==> src/rtl/pipeline_stall_ctrl.sv <==
`default_nettype none
// ============================================================================
//  Module      : pipeline_stall_ctrl
//  Description : Stall/flush controller for the 5-stage core. Turns hazard
//                requests into per-stage write-enable, flush and bubble
//                controls. Holds the multi-cycle memory wait FSM and a
//                saturating stall-cycle statistics counter.
//  Revision    : 1.0 - initial release
// ----------------------------------------------------------------------------
//  Parameters
//    MEM_EXTRA       extra cycles a long memory access occupies MEM (1..15)
//    STAT_W          width of the stall statistics counter
//  Ports
//    i_clk           clock, rising edge
//    i_reset         synchronous active-high reset
//    i_load_use      load-use hazard (ID)
//    i_mem_long      long memory access in MEM
//    i_branch_taken  taken branch/jump resolved in EX
//    o_pc_write      PC write enable
//    o_ifid_write    IF/ID write enable
//    o_ifid_flush    clear IF/ID to NOP
//    o_idex_bubble   load NOP into ID/EX
//    o_exmem_write   EX/MEM write enable
//    o_memwb_bubble  load NOP into MEM/WB
//    o_mem_release   completing cycle of a long memory access
//    o_stall_cycles  saturating count of cycles with o_pc_write = 0
// ============================================================================
module pipeline_stall_ctrl #(
    parameter int MEM_EXTRA = 1,
    parameter int STAT_W    = 16
) (
    input  logic              i_clk,
    input  logic              i_reset,
    input  logic              i_load_use,
    input  logic              i_mem_long,
    input  logic              i_branch_taken,
    output logic              o_pc_write,
    output logic              o_ifid_write,
    output logic              o_ifid_flush,
    output logic              o_idex_bubble,
    output logic              o_exmem_write,
    output logic              o_memwb_bubble,
    output logic              o_mem_release,
    output logic [STAT_W-1:0] o_stall_cycles
);

    typedef enum logic [0:0] {
        RUN      = 1'b0,
        MEM_WAIT = 1'b1
    } state_t;

    localparam logic [3:0]        c_CNT_INIT = 4'(MEM_EXTRA - 1);
    localparam logic [STAT_W-1:0] c_STAT_MAX = '1;

    state_t            r_state;
    state_t            w_next_state;
    logic [3:0]        r_cnt;
    logic [3:0]        w_next_cnt;
    logic [STAT_W-1:0] r_stall_cycles;

    // ------------------------------------------------------------------
    // State registers
    // ------------------------------------------------------------------
    always_ff @(posedge i_clk) begin
        if (i_reset) begin
            r_state        <= RUN;
            r_cnt          <= 4'd0;
            r_stall_cycles <= '0;
        end else begin
            r_state <= w_next_state;
            r_cnt   <= w_next_cnt;
            if (!o_pc_write && (r_stall_cycles != c_STAT_MAX)) begin
                r_stall_cycles <= r_stall_cycles + 1'b1;
            end
        end
    end

    assign o_stall_cycles = r_stall_cycles;

    // ------------------------------------------------------------------
    // Next-state and control outputs
    // ------------------------------------------------------------------
    always_comb begin
        // Free-running pipeline
        o_pc_write     = 1'b1;
        o_ifid_write   = 1'b1;
        o_ifid_flush   = 1'b0;
        o_idex_bubble  = 1'b0;
        o_exmem_write  = 1'b1;
        o_memwb_bubble = 1'b0;
        o_mem_release  = 1'b0;
        w_next_state   = r_state;
        w_next_cnt     = r_cnt;

        if (i_reset) begin
            // Hold every stage register and inject NOPs while in reset
            o_pc_write     = 1'b0;
            o_ifid_write   = 1'b0;
            o_ifid_flush   = 1'b1;
            o_idex_bubble  = 1'b1;
            o_exmem_write  = 1'b0;
            o_memwb_bubble = 1'b1;
            w_next_state   = RUN;
            w_next_cnt     = 4'd0;
        end else begin
            case (r_state)
                RUN: begin
                    if (i_mem_long) begin
                        // Freeze everything up to MEM; MEM/WB gets bubbles
                        o_pc_write     = 1'b0;
                        o_ifid_write   = 1'b0;
                        o_exmem_write  = 1'b0;
                        o_memwb_bubble = 1'b1;
                        w_next_state   = MEM_WAIT;
                        w_next_cnt     = c_CNT_INIT;
                    end else if (i_branch_taken) begin
                        o_ifid_flush  = 1'b1;
                        o_idex_bubble = 1'b1;
                    end else if (i_load_use) begin
                        o_pc_write    = 1'b0;
                        o_ifid_write  = 1'b0;
                        o_idex_bubble = 1'b1;
                    end
                end
                MEM_WAIT: begin
                    if (r_cnt != 4'd0) begin
                        o_pc_write     = 1'b0;
                        o_ifid_write   = 1'b0;
                        o_exmem_write  = 1'b0;
                        o_memwb_bubble = 1'b1;
                        w_next_cnt     = r_cnt - 4'd1;
                    end else begin
                        // Release: the long access completes this cycle, so
                        // i_mem_long (still asserted by the same instruction)
                        // is not treated as a new request.
                        o_mem_release = 1'b1;
                        w_next_state  = RUN;
                        if (i_branch_taken) begin
                            o_ifid_flush  = 1'b1;
                            o_idex_bubble = 1'b1;
                        end else if (i_load_use) begin
                            o_pc_write    = 1'b0;
                            o_ifid_write  = 1'b0;
                            o_idex_bubble = 1'b1;
                        end
                    end
                end
                default: begin
                    w_next_state = RUN;
                    w_next_cnt   = 4'd0;
                end
            endcase
        end
    end

endmodule
`default_nettype wire

==> config.mk <==
export PLATFORM = sky130hd
export DESIGN_NAME = pipeline_stall_ctrl
export DESIGN_NICKNAME = d
export VERILOG_FILES = /design/src/rtl/pipeline_stall_ctrl.sv
export SDC_FILE = /design/constraint.sdc
export NUM_CORES = 1
export LEC_CHECK = 0
export CORE_MARGIN = 5
export CORE_UTILIZATION = 54
export DETAILED_ROUTE_END_ITERATION = 8
export PLACE_DENSITY = 0.9
export SLEW_MARGIN = 20
export SYNTH_ARGS = -nofsm -noshare
export SYNTH_HDL_FRONTEND = slang
export SYNTH_SLANG_ARGS = --single-unit
==> constraint.sdc <==
create_clock -name i_clk -period 3.1 [get_ports i_clk]
set_input_delay 0.31 -clock i_clk [delete_from_list [all_inputs] [get_ports i_clk]]
set_output_delay 0.31 -clock i_clk [all_outputs]
set_load 0.01 [all_outputs]
# ---- After elaboration in Yosys (flattened, before gate mapping)
# Index checks and enable logic that the tools add are counted.
dict set report op_classes {
  add_sub_neg 2
  n_bitwise 1
  n_reduce_logical 4
  eq_ne 3
  mux 30
}
# operator count
set op_table {}
lappend op_table {{$mux W1} 22}
lappend op_table {{$add A16 B1 Y16 const B} 1}
lappend op_table {{$ne A16 B16 Y1 const B} 1}
lappend op_table {{$pmux W1 S2} 5}
lappend op_table {{$mux W4} 2}
lappend op_table {{$pmux W4 S2} 1}
lappend op_table {{$reduce_bool A4 Y1} 1}
lappend op_table {{$sub A4 B1 Y4 const B} 1}
lappend op_table {{$ne A2 B1 Y1 const B} 1}
lappend op_table {{$ne A2 B2 Y1 const B} 1}
lappend op_table {{$reduce_and A2 Y1} 1}
lappend op_table {{$logic_and A1 B1 Y1} 1}
lappend op_table {{$logic_not A1 Y1} 1}
lappend op_table {{$not A1 Y1} 1}
dict set report word_totals {
  elab_cells 43
  inputBits 5
  out_inout_bits 23
  register_bits 21
}

# ---- Longest topological paths before layout
# Gate-level depths: netlist of run 1.
dict set report logic_depth {
  ltp_word 7
  ltp_mapped 8
}

# ---- Worst setup path before layout of run 1
# No wires, ideal clock.
dict set report synth_path {
  kind {register -> register}
  start {reg r_cnt[0]}
  end {reg r_stall_cycles[7] (netlist: o_stall_cycles[7])}
  setup_time_ns 0.123
  t_arrival_ns 1.753
  path_stages_with_launch 9
  n_path_buf 1
  required_time_ns 2.977
  synth_period_minus_slack_ns 1.877
  slack_ns 1.223
  path_cell_list {dfxtp_1 > inv_1 > ha_1 > and4bb_4 > o211ai_4 > inv_2 > buf_6 > nor3_4 > mux2_1}
}
dict set report synth_via {
  elab_chain_len 6
}
# item line
set synth_lines {}
lappend synth_lines {{start, declared} 57} ;# logic [3:0] r_cnt;
lappend synth_lines {{start signal, assigned} 71} ;# r_cnt <= w_next_cnt;
lappend synth_lines {{$reduce_bool A4 Y1} 126} ;# if (r_cnt != 4'd0) begin
lappend synth_lines {{$mux W1} n/a}
lappend synth_lines {{$pmux W1 S2} n/a}
lappend synth_lines {{$mux W1} n/a}
lappend synth_lines {{net o_ifid_write} 38} ;# output logic o_ifid_write,
lappend synth_lines {{$logic_not A1 Y1} 72} ;# if (!o_pc_write && (r_stall_cycles != c_STAT_MAX)) begin
lappend synth_lines {{$logic_and A1 B1 Y1} 72}
lappend synth_lines {{end signal, assigned} 73} ;# r_stall_cycles <= r_stall_cycles + 1'b1;
lappend synth_lines {{end, declared} 59} ;# logic [STAT_W-1:0] r_stall_cycles;
# The timed path passes the listed nets, and every way through them passes these cells.
# A chain may end at the register's enable or synchronous reset.

# ---- Worst setup path after layout of run 1
dict set report layout_path {
  start {reg r_cnt[0]}
  end {out o_pc_write}
}
dict set report layout_via {
  elab_chain_len 4
}
# item line
set layout_lines {}
lappend layout_lines {{$reduce_bool A4 Y1} 126}
lappend layout_lines {{$mux W1} 126}
lappend layout_lines {{$pmux W1 S2} 106} ;# case (r_state)
lappend layout_lines {{$mux W1} 95} ;# if (i_reset) begin
lappend layout_lines {{end, declared} 37} ;# output logic o_pc_write,
# Every way passes these cells.

==> impl_results.md, run 1 <==
* Clk sink count at 21
* Post-cts gate resize count at 0
* R2r startpoint: r_cnt[0]
* Die footprint at 0.00361 mm2
* Die span in x at 60.1 um
* Largest family of logic cells by synthesized area: simple AND/OR/NAND/NOR gates
* Compound-cell area share of the yosys netlist at 16.6%
* Largest net degree at the start of global routing at 34
* Gr busiest metal: met2
* # diodes at 0
* Row cnt at 18
* TritonCTS Buffers at 3
* Synthesized Nets at 153
* Initial antenna violation count at 0
* Netlist Area Pre-Place at 0.00136 mm2
* Maximum resistive drop on vdd at 0.000355 V
* Critical Path AT at 2.29 ns
* Final net count at 180
* Async S/R FF share, synth at 0%
* IO Port Bufs at 27
* Height of the die at 60.1 um
* Worst hold path type: flip-flop to flip-flop
* Clk Tree Root Cell: clkbuf_4
* R2r worst-path depth at 7
* Actual slew at the worst max-slew pin at 0.657 ns
* Vias at 1191
* Post-Synth Adder-Cell Area at 1.85%
* 1st-pass router iterations at 4
* Vias in the first global route at 1166
* Xor/xnor share of the synthesized area at 0%
* Final setup viols at 0
* Met2 GRT Util at 33.5%
* Skew final at 0.00554 ns
* Slew margin rel. at 56.1%
* Max Slew Vio Count at 0
* P&R area growth vs syn at 22.2%
* F_max at 385 MHz
* Vias per cell at 5.90
* Hold Path Sink: r_cnt[0]
* Critical Path RT at 2.79 ns
* Hold buffers post-CTS at 0
* Setup TNS at 0 ns
* P_leak at 0.000637 uW
* Worst R2R End: o_stall_cycles[11]
* Overflow after GRT at 0
* Worst setup path class: flip-flop to output pin
* Met3 Resource Use GR at 3.67%
* First-pass GRT wire length at 5200 um
* Final ANT Viol Nets at 0
* Sequential area share after synthesis at 31.0%
* Simple-Gate Fraction of Synth Area at 34.3%
* Hold wc startpoint: r_cnt[0]
* Power per standard cell area at 337 mW/mm2
* Synth cell types at 44
* Syn avg cell area at 9.28 um2
* Core area at 0.00243 mm2
* Most frequent cells in the layout: 27 x clkdlybuf4s50_1, 21 x dfxtp_1, 17 x nor2_1
* Setup WS pre-CTS at 0.600 ns
* GRT Util Overall at 18.9%
* Tmin final at 2.60 ns
* #FFs+latches synth at 21
* Initial drt markers at 33
* Hold Path Depth at 2
* Starting Density at 55.7%
* H-tree depth at 1
* Worst-path clk slew at 0.12 ns
* Max_cap viols at 0
* Final wirelength at 3090 um
* Synth Flop Type: dfxtp_1
* Max FO, Critical Path at 14
* Commonest non-fill, non-tap cell in the layout: clkdlybuf4s50_1
* Mux share of post-synthesis cell area at 11.0%
* DRC viols at 0
* FILL cells at 186
* WL per Instance at 15.3 um
* Worst-Skew Late Latency at 0.31 ns
* Final cycle utilization of the critical path at 83.7%
* Gpl congestion at 0.859
* Final worst slack at 0.505 ns
* RSZ-0062 raised after global routing: no
* Worst setup SP type: flip-flop
* Met1 Usage GRT at 21.8%
* IO Count at 28
* Final hold violations at 0
* Post-CTS setup buffers at 0
* Clk buf depth at 2
* Post-DP HPWL at 2360 um
* Synth Instances at 146
* Yosys warnings at 0
* Post-synth EDFFs at 0
* Crit end category: output pin
* R2R setup slack at 0.98 ns
* Status: finished, final reports clean
* Share of layout cells above drive strength 1 at 14.5%
* CTS tree: built
[metrics by stage]
stage	cells	area, um2	utilization (%)	power, uW	hold slack [ns]
after CTS	202	1660	68.1	559	0.486
after global routing	202	1660	68.1	586	0.529
after global placement	198	1630	67.0	418	0.457
final	202	1660	68.1	558	0.486
after detailed placement	198	1630	67.0	425	0.469
after floorplan	146	1360	-	377	0.404
[synthesized netlist by cell type (2+ instances only)]
cell	instances	share of area, %
nor3_4	2	2.4
nand2_1	9	2.5
o21ai_0	4	1.5
and3_1	3	1.4
ha_1	2	1.8
dfxtp_1	21	31
a21oi_1	5	1.8
nor4_2	2	1.8
nor2_1	17	4.7
a211oi_2	6	5.5
buf_6	2	1.7
inv_1	7	1.9
nand4_2	2	1.8
and2_1	2	0.92
nor2b_1	13	6.0
nand3_1	6	2.2
mux2_1	11	9.1
clkbuf_1	3	0.83
or3_1	2	0.92
nand4_1	3	1.4
[kinds of logic after synthesis]
family	after synthesis
fa+ha+maj	2
compound gates	24
flops	21
mux	13
buf+inv	14
simple gates	72
[flip-flops by register name, summed over array words and instances (netlist names)]
| register | count |
|---|---|
| o_stall_cycles | 16 |
| r_state | 1 |
| r_cnt | 4 |
[how the worst max path moves through the flow]
stage                     startpoint                end  slack (ns)
after floorplan             r_cnt[0]  o_stall_cycles[7]        1.22
after global placement    i_mem_long         o_pc_write        0.67
after detailed placement  i_mem_long         o_pc_write        0.60
after CTS                   r_cnt[0]         o_pc_write        0.51
after global routing        r_cnt[0]       o_ifid_write        0.41
final                       r_cnt[0]         o_pc_write        0.50
[final cells by class]
| type | instances | area, um2 | share of cell area, % |
|---|---|---|---|
| clock buffer | 4 | 26.3 | 1.59 |
| inverter | 8 | 30.0 | 1.81 |
| multi-input combinational | 111 | 863 | 52.2 |
| sequential | 21 | 420 | 25.4 |
| tap | 30 | 37.5 | 2.27 |
| timing repair buffer | 28 | 278 | 16.8 |
[critical path, stage by stage, from the launching register on]
cell and delay (ns):
dfxtp_1 0.34, inv_1 0.08, ha_1 0.21, and4bb_4 0.30, o211ai_4 0.12, inv_2 0.30
clkdlybuf4s50_1 0.62
[routing by layer]
metal	share of wire [%]	up-vias	wire length [um]
li1	-	586	-
met1	40	568	1240
met2	53	30	1640
met3	5.1	7	156
met4	1.8	0	55
met5	0	-	0
[report_power, final]
| part | leakage (uW) | switching [uW] | internal (uW) |
|---|---|---|---|
| logic | 0.000451 | 65.7 | 59.9 |
| registers | 0.000170 | 13.2 | 281 |
| clock network | 0.0000150 | 87.1 | 50.3 |
| total | 0.000637 | 166 | 392 |
No activity file was read; power rests on OpenSTA's default activity.
==> run 2: changes to the inputs <==
--- a/config.mk
+++ b/config.mk
@@ -6,9 +6,9 @@
 export NUM_CORES = 1
 export LEC_CHECK = 0
 export CORE_MARGIN = 5
-export CORE_UTILIZATION = 54
+export CORE_UTILIZATION = 50
 export DETAILED_ROUTE_END_ITERATION = 8
-export PLACE_DENSITY = 0.9
+export PLACE_DENSITY = 0.84
 export SLEW_MARGIN = 20
 export SYNTH_ARGS = -nofsm -noshare
 export SYNTH_HDL_FRONTEND = slang
==> constraint.sdc (replaced) <==
create_clock -name i_clk -period 2.65 [get_ports i_clk]
set_input_delay 0.265 -clock i_clk [delete_from_list [all_inputs] [get_ports i_clk]]
set_output_delay 0.265 -clock i_clk [all_outputs]
set_load 0.01 [all_outputs]
==> run 2 against run 1 <==
Compared with the run above: register-to-register slack worse by 0.51 ns; first-iteration DRC count down 24%; clock skew down 0.0020 ns; flip-flop and latch count did not move; combinational power is 17% higher; critical path depth unchanged; clock power rose by 23%; final cell count increased by 0.50%; final area is 0.45% higher; clock-buffer cell count unchanged; largest power group unchanged; highest routed layer unchanged.
==> impl_results.md, run 2 (synthesis gave the netlist of run 1 again) <==
* Status: finished, final reports clean
* WL per Instance at 15.7 um (+2.8%)
* First-pass GRT wire length at 5320 um (+2.2%)
* Cells after DPL at 199 (+0.51%)
* Share of layout cells above drive strength 1 at 15.0% (+0.49 points)
* Post-DP HPWL at 2410 um (+2.0%)
* Worst-path clk slew at 0.12 ns (about the same)
* Worst setup path class: flip-flop to output pin
* Worst hold path type: flip-flop to flip-flop
* Clk Tree Root Cell: clkbuf_4
* Final hold violations at 0 (unchanged)
* Initial drt markers at 25 (-24%)
* Hold WS at 0.500 ns (+0.0141 ns)
* DRC viols at 0 (unchanged)
* Max reg flops at 16 (unchanged)
* Hold wc startpoint: r_cnt[0]
* IO Count at 28 (unchanged)
* Gpl congestion at 0.852 (-0.90%)
* Tmin final at 2.45 ns
* RSZ-0062 raised after global routing: no
* Final ANT Viol Nets at 0 (unchanged)
* Die footprint at 0.00385 mm2 (+6.6%)
* Worst setup SP type: flip-flop
* Most frequent cells in the layout: 27 x clkdlybuf4s50_1, 21 x dfxtp_1, 17 x nor2_1
* Row cnt at 18 (unchanged)
* Die span in x at 62.1 um (+3.3%)
* Final wirelength at 3190 um (+3.3%)
* Final non-filler cell total at 203 (+0.50%)
* Largest net degree at the start of global routing at 34 (unchanged)
* Power Total at 662 uW (+19%)
* Vias in the first global route at 1145 (-1.8%)
* Hold buffers post-CTS at 0 (unchanged)
* H-tree depth at 1 (unchanged)
* F_max at 409 MHz
* Post-CTS setup buffers at 0 (unchanged)
* Critical Path AT at 2.18 ns (-0.11 ns)
* Skew final at 0.00357 ns (-0.00197 ns)
* Max Slew Vio Count at 0 (unchanged)
* Max FO, Critical Path at 6 (-8)
* R2r startpoint: r_cnt[0]
* Post-cts gate resize count at 0 (unchanged)
* Power per standard cell area at 398 mW/mm2 (+18%)
* P_leak at 0.000642 uW (+0.82%)
* Clk buf depth at 2 (unchanged)
* Maximum resistive drop on vdd at 0.000338 V (-4.8%)
* GRT Util Overall at 19.0% (about the same)
* FILL cells at 230 (+24%)
* P&R area growth vs syn at 22.7%
* Core area at 0.00254 mm2 (+4.6%)
* Vias at 1193 (+0.17%)
* R2R setup slack at 0.47 ns (-0.51 ns)
* Setup TNS at 0 ns (unchanged)
* Slew margin rel. at 56.4% (+0.34 points)
* Overflow after GRT at 0 (unchanged)
* 1st-pass router iterations at 4 (unchanged)
* Clk sink count at 21 (unchanged)
* Critical Path RT at 2.38 ns (-0.41 ns)
* Max_cap viols at 0 (unchanged)
* CTS tree: built
* Initial antenna violation count at 0 (unchanged)
* Starting Density at 53.2% (-2.5 points)
* Final cycle utilization of the critical path at 92.3%
* Commonest non-fill, non-tap cell in the layout: clkdlybuf4s50_1
* # diodes at 0 (unchanged)
* CP Launch Point: r_cnt[0]
* IO Port Bufs at 27 (unchanged)
* Vias per cell at 5.88 (-0.33%)
* Worst-Skew Late Latency at 0.32 ns (about the same)
* Height of the die at 62.1 um (+3.3%)
* Final net count at 181 (+0.56%)
* Actual slew at the worst max-slew pin at 0.651 ns (-0.00508 ns)
* TritonCTS Buffers at 3 (unchanged)
* Final setup viols at 0 (unchanged)
* Crit end category: output pin
==> run 2: changes by cell type in the layout (fill, tap and decap cells not counted), sizes merged <==
cell / before / now
buf: 1 / 2
==> run 2: cell type report <==
type / count / area, um2 / share of cell area (%)
clock buffer: 4 / 26.3 / 1.58
timing repair buffer: 29 / 285 / 17.2
inverter: 8 / 30.0 / 1.81
tap: 30 / 37.5 / 2.26
sequential: 21 / 420 / 25.3
multi-input combinational: 111 / 863 / 51.9
==> run 2: worst paths after layout <==
path / cells after the start / endpoint
worst max-delay path: 6 / o_ifid_flush
worst min register to register: 2 / r_cnt[0]
worst min-delay path: 2 / r_cnt[0]
worst max register to register: 8 / o_stall_cycles[9]
==> run 2: where the power goes <==
part	internal [uW]	switching, uW	leakage (uW)
clock	58.9	109	0.0000150
sequential	329	16.2	0.000170
combinational	71.5	76.9	0.000456
==> run 2: metrics by stage <==
stage | area, um2 | setup slack, ns | util [%]
floorplan | 1360 | 0.773 | -
global placement | 1640 | 0.458 | 64.3
detailed placement | 1640 | 0.418 | 64.3
CTS | 1660 | 0.215 | 65.3
global route | 1660 | 0.0847 | 65.3
finish | 1660 | 0.205 | 65.3
==> run 2: worst max-delay path: stages (launching register included) <==
cell	delay, ns
dfxtp_1	0.38
inv_1	0.07
ha_1	0.24
and4bb_4	0.24
or2_1	0.28
a21o_1	0.20
clkdlybuf4s50_1	0.47
==> run 2: per-layer routing <==
| layer | GRT usage (%) | up-vias | routed length, um |
|---|---|---|---|
| met5 | 0 | - | 0 |
| met2 | 28.4 | 37 | 1470 |
| met4 | 11.5 | 0 | 114 |
| li1 | - | 585 | - |
| met3 | 5.58 | 10 | 225 |
| met1 | 23.8 | 561 | 1380 |
==> run 3: changes to the inputs <==
--- a/config.mk
+++ b/config.mk
@@ -6,9 +6,9 @@
 export NUM_CORES = 1
 export LEC_CHECK = 0
 export CORE_MARGIN = 5
-export CORE_UTILIZATION = 50
+export CORE_UTILIZATION = 45
 export DETAILED_ROUTE_END_ITERATION = 8
-export PLACE_DENSITY = 0.84
+export PLACE_DENSITY = 0.78
 export SLEW_MARGIN = 20
 export SYNTH_ARGS = -nofsm -noshare
 export SYNTH_HDL_FRONTEND = slang
==> constraint.sdc (replaced) <==
create_clock -name i_clk -period 2.8 [get_ports i_clk]
set_input_delay 0.28 -clock i_clk [delete_from_list [all_inputs] [get_ports i_clk]]
set_output_delay 0.28 -clock i_clk [all_outputs]
set_load 0.01 [all_outputs]
==> run 3 against run 2 <==
Compared with the run above: flip-flop and latch count unchanged; wire length fell by 0.50%; global-route usage fell by 3.0 points; worst setup slack improved by 0.029 ns; largest power group unchanged.
==> impl_results.md, run 3 (synthesis gave the netlist of run 1 again) <==
* Setup WS pre-CTS at 0.505 ns (+0.0866 ns)
* Critical Path RT at 2.52 ns (+0.14 ns)
* Final cycle utilization of the critical path at 91.7%
* Post-DP HPWL at 2360 um (-2.0%)
* Hold Path Depth at 2 (unchanged)
* Vias in the first global route at 1182 (+3.2%)
* Clk Tree Root Cell: clkbuf_4
* Core area at 0.00298 mm2 (+17%)
* Hold wc startpoint: r_cnt[0]
* Final non-filler cell total at 206 (+1.5%)
* Final setup viols at 0 (unchanged)
* Power per standard cell area at 372 mW/mm2 (-6.6%)
* Max reg flops at 16 (unchanged)
* P&R area growth vs syn at 23.1%
* Cells after DPL at 202 (+1.5%)
* IO Port Bufs at 27 (unchanged)
* Overflow after GRT at 0 (unchanged)
* Height of the die at 64.9 um (+4.5%)
* H-tree depth at 1 (unchanged)
* Share of layout cells above drive strength 1 at 15.6% (+0.58 points)
* Reg area at 420 um2 (unchanged)
* Die footprint at 0.00421 mm2 (+9.3%)
* Slew margin rel. at 55.4% (-1.1 points)
* Most frequent cells in the layout: 27 x clkdlybuf4s50_1, 21 x dfxtp_1, 17 x nor2_1
* RSZ-0062 raised after global routing: no
* Final hold violations at 0 (unchanged)
* Clk sink count at 21 (unchanged)
* Vias at 1210 (+1.4%)
* Net load switching power at 187 uW (-7.3%)
* Clk buf depth at 2 (unchanged)
* Largest net degree at the start of global routing at 34 (unchanged)
* Post-Route Utilization at 56.0% (-9.3 points)
* Hold buffers post-CTS at 0 (unchanged)
* Crit end category: output pin
* Critical Path AT at 2.29 ns (+0.11 ns)
* Worst R2R End: o_stall_cycles[11]
* CTS tree: built
* DRC viols at 0 (unchanged)
* Worst-Skew Late Latency at 0.31 ns (about the same)
* Max_cap viols at 0 (unchanged)
* Setup TNS at 0 ns (unchanged)
* Tmin final at 2.57 ns
* Die span in x at 64.9 um (+4.5%)
* Switch share at 30.2% (-0.32 points)
* Hold Path Sink: r_cnt[0]
* Final net count at 181 (unchanged)
* WL per Instance at 15.4 um (-2.0%)
* Post-cts gate resize count at 0 (unchanged)
* Crit-path cells: inv_1 -> ha_1 -> and4bb_4 -> o211ai_4 -> inv_2 -> clkdlybuf4s50_1
* TritonCTS Buffers at 3 (unchanged)
* Status: finished, final reports clean
* P_leak at 0.000644 uW (+0.39%)
* Vias per cell at 5.87 (about the same)
* Gate power share at 22.8% (+0.4 points)
* Flop pwr share at 52.9% (+0.7 points)
* Actual slew at the worst max-slew pin at 0.667 ns (+0.0158 ns)
* R2r startpoint: r_cnt[0]
* Clock power share at 24.3% (-1.1 points)
* Final ANT Viol Nets at 0 (unchanged)
* Max FO, Critical Path at 14 (+8)
* # diodes at 0 (unchanged)
* Worst-path clk slew at 0.13 ns (about the same)
* Multi-input gate area at 863 um2 (unchanged)
* Worst setup path class: flip-flop to output pin
* Max Slew Vio Count at 0 (unchanged)
* Commonest non-fill, non-tap cell in the layout: clkdlybuf4s50_1
* Initial antenna violation count at 0 (unchanged)
* Final worst slack at 0.233 ns (+0.0286 ns)
* GRT Util Overall at 15.9% (-3.0 points)
* Slowest Stage Delay on Critical Path at 0.61 ns (+0.14 ns)
* Maximum resistive drop on vdd at 0.000232 V (-31%)
* FILL cells at 282 (+23%)
* Worst hold path type: flip-flop to flip-flop
* R2r worst-path depth at 7 (-1)
* P_int at 432 uW (-5.9%)
* Final wirelength at 3170 um (-0.50%)
* F_max at 390 MHz
* IO Count at 28 (unchanged)
* Row cnt at 20 (+2)
* Critical-path top delay cell: clkdlybuf4s50_1
* Worst setup SP type: flip-flop
* Gpl congestion at 0.827 (-2.9%)
* Initial drt markers at 66 (+160%)
* R2R setup slack at 0.67 ns (+0.20 ns)
* Starting Density at 45.5% (-7.7 points)
* Skew final at 0.00474 ns (+0.00117 ns)
* 1st-pass router iterations at 4 (unchanged)
* Post-CTS setup buffers at 0 (unchanged)
* First-pass GRT wire length at 5420 um (+2.0%)
run 3: per-stage QoR:
step,power [uW],area [um2],hold WS [ns]
6_report,620,1670,0.493
3_5_place_dp,474,1640,0.477
4_1_cts,624,1670,0.493
2_1_floorplan,418,1360,0.374
5_1_grt,650,1670,0.520
3_3_place_gp,467,1640,0.462
run 3: area by class of cell:
cell class,count,share of cell area [%]
multi-input cells,111,51.8
flip-flops and latches,21,25.2
repair buffers,29,17.1
well taps,33,2.48
inverters,8,1.80
clock buffers,3,1.35
clock inverters,1,0.300
run 3: power by group through the flow:
stage / Sequential, uW / Combinational (uW) / Clock [uW]
CTS: 327 / 141 / 155
finish: 328 / 141 / 151
detailed placement: 334 / 140 / 0
global placement: 332 / 134 / 0
floorplan: 332 / 85.4 / 0
global route: 330 / 153 / 167
run 3: per-layer routing:
layer	share of wire, %	track usage [%]
met1	41	19.3
met4	1.5	5.28
met5	0	0
met3	6.1	3.47
met2	51	27.7
run 3: worst max path at each step:
| stage | end | depth (start not counted) | from | slack (ns) |
|---|---|---|---|---|
| after floorplan | o_stall_cycles[7] | 8 | r_cnt[0] | 0.92 |
| after global placement | o_pc_write | 5 | i_mem_long | 0.53 |
| after detailed placement | o_ifid_write | 5 | i_branch_taken | 0.50 |
| after CTS | o_ifid_write | 6 | r_cnt[0] | 0.24 |
| after global routing | o_pc_write | 6 | r_cnt[0] | 0.15 |
| final | o_ifid_write | 6 | r_cnt[0] | 0.23 |
run 3: critical path: cells and delay by family, from the launching register on:
kind,cells,cell delay (ns)
AOI/OAI and AO/OA,1,0.12
adders and majority gates,1,0.21
buffers and inverters,3,0.99
DFF,1,0.35
and+or+nand+nor,1,0.31
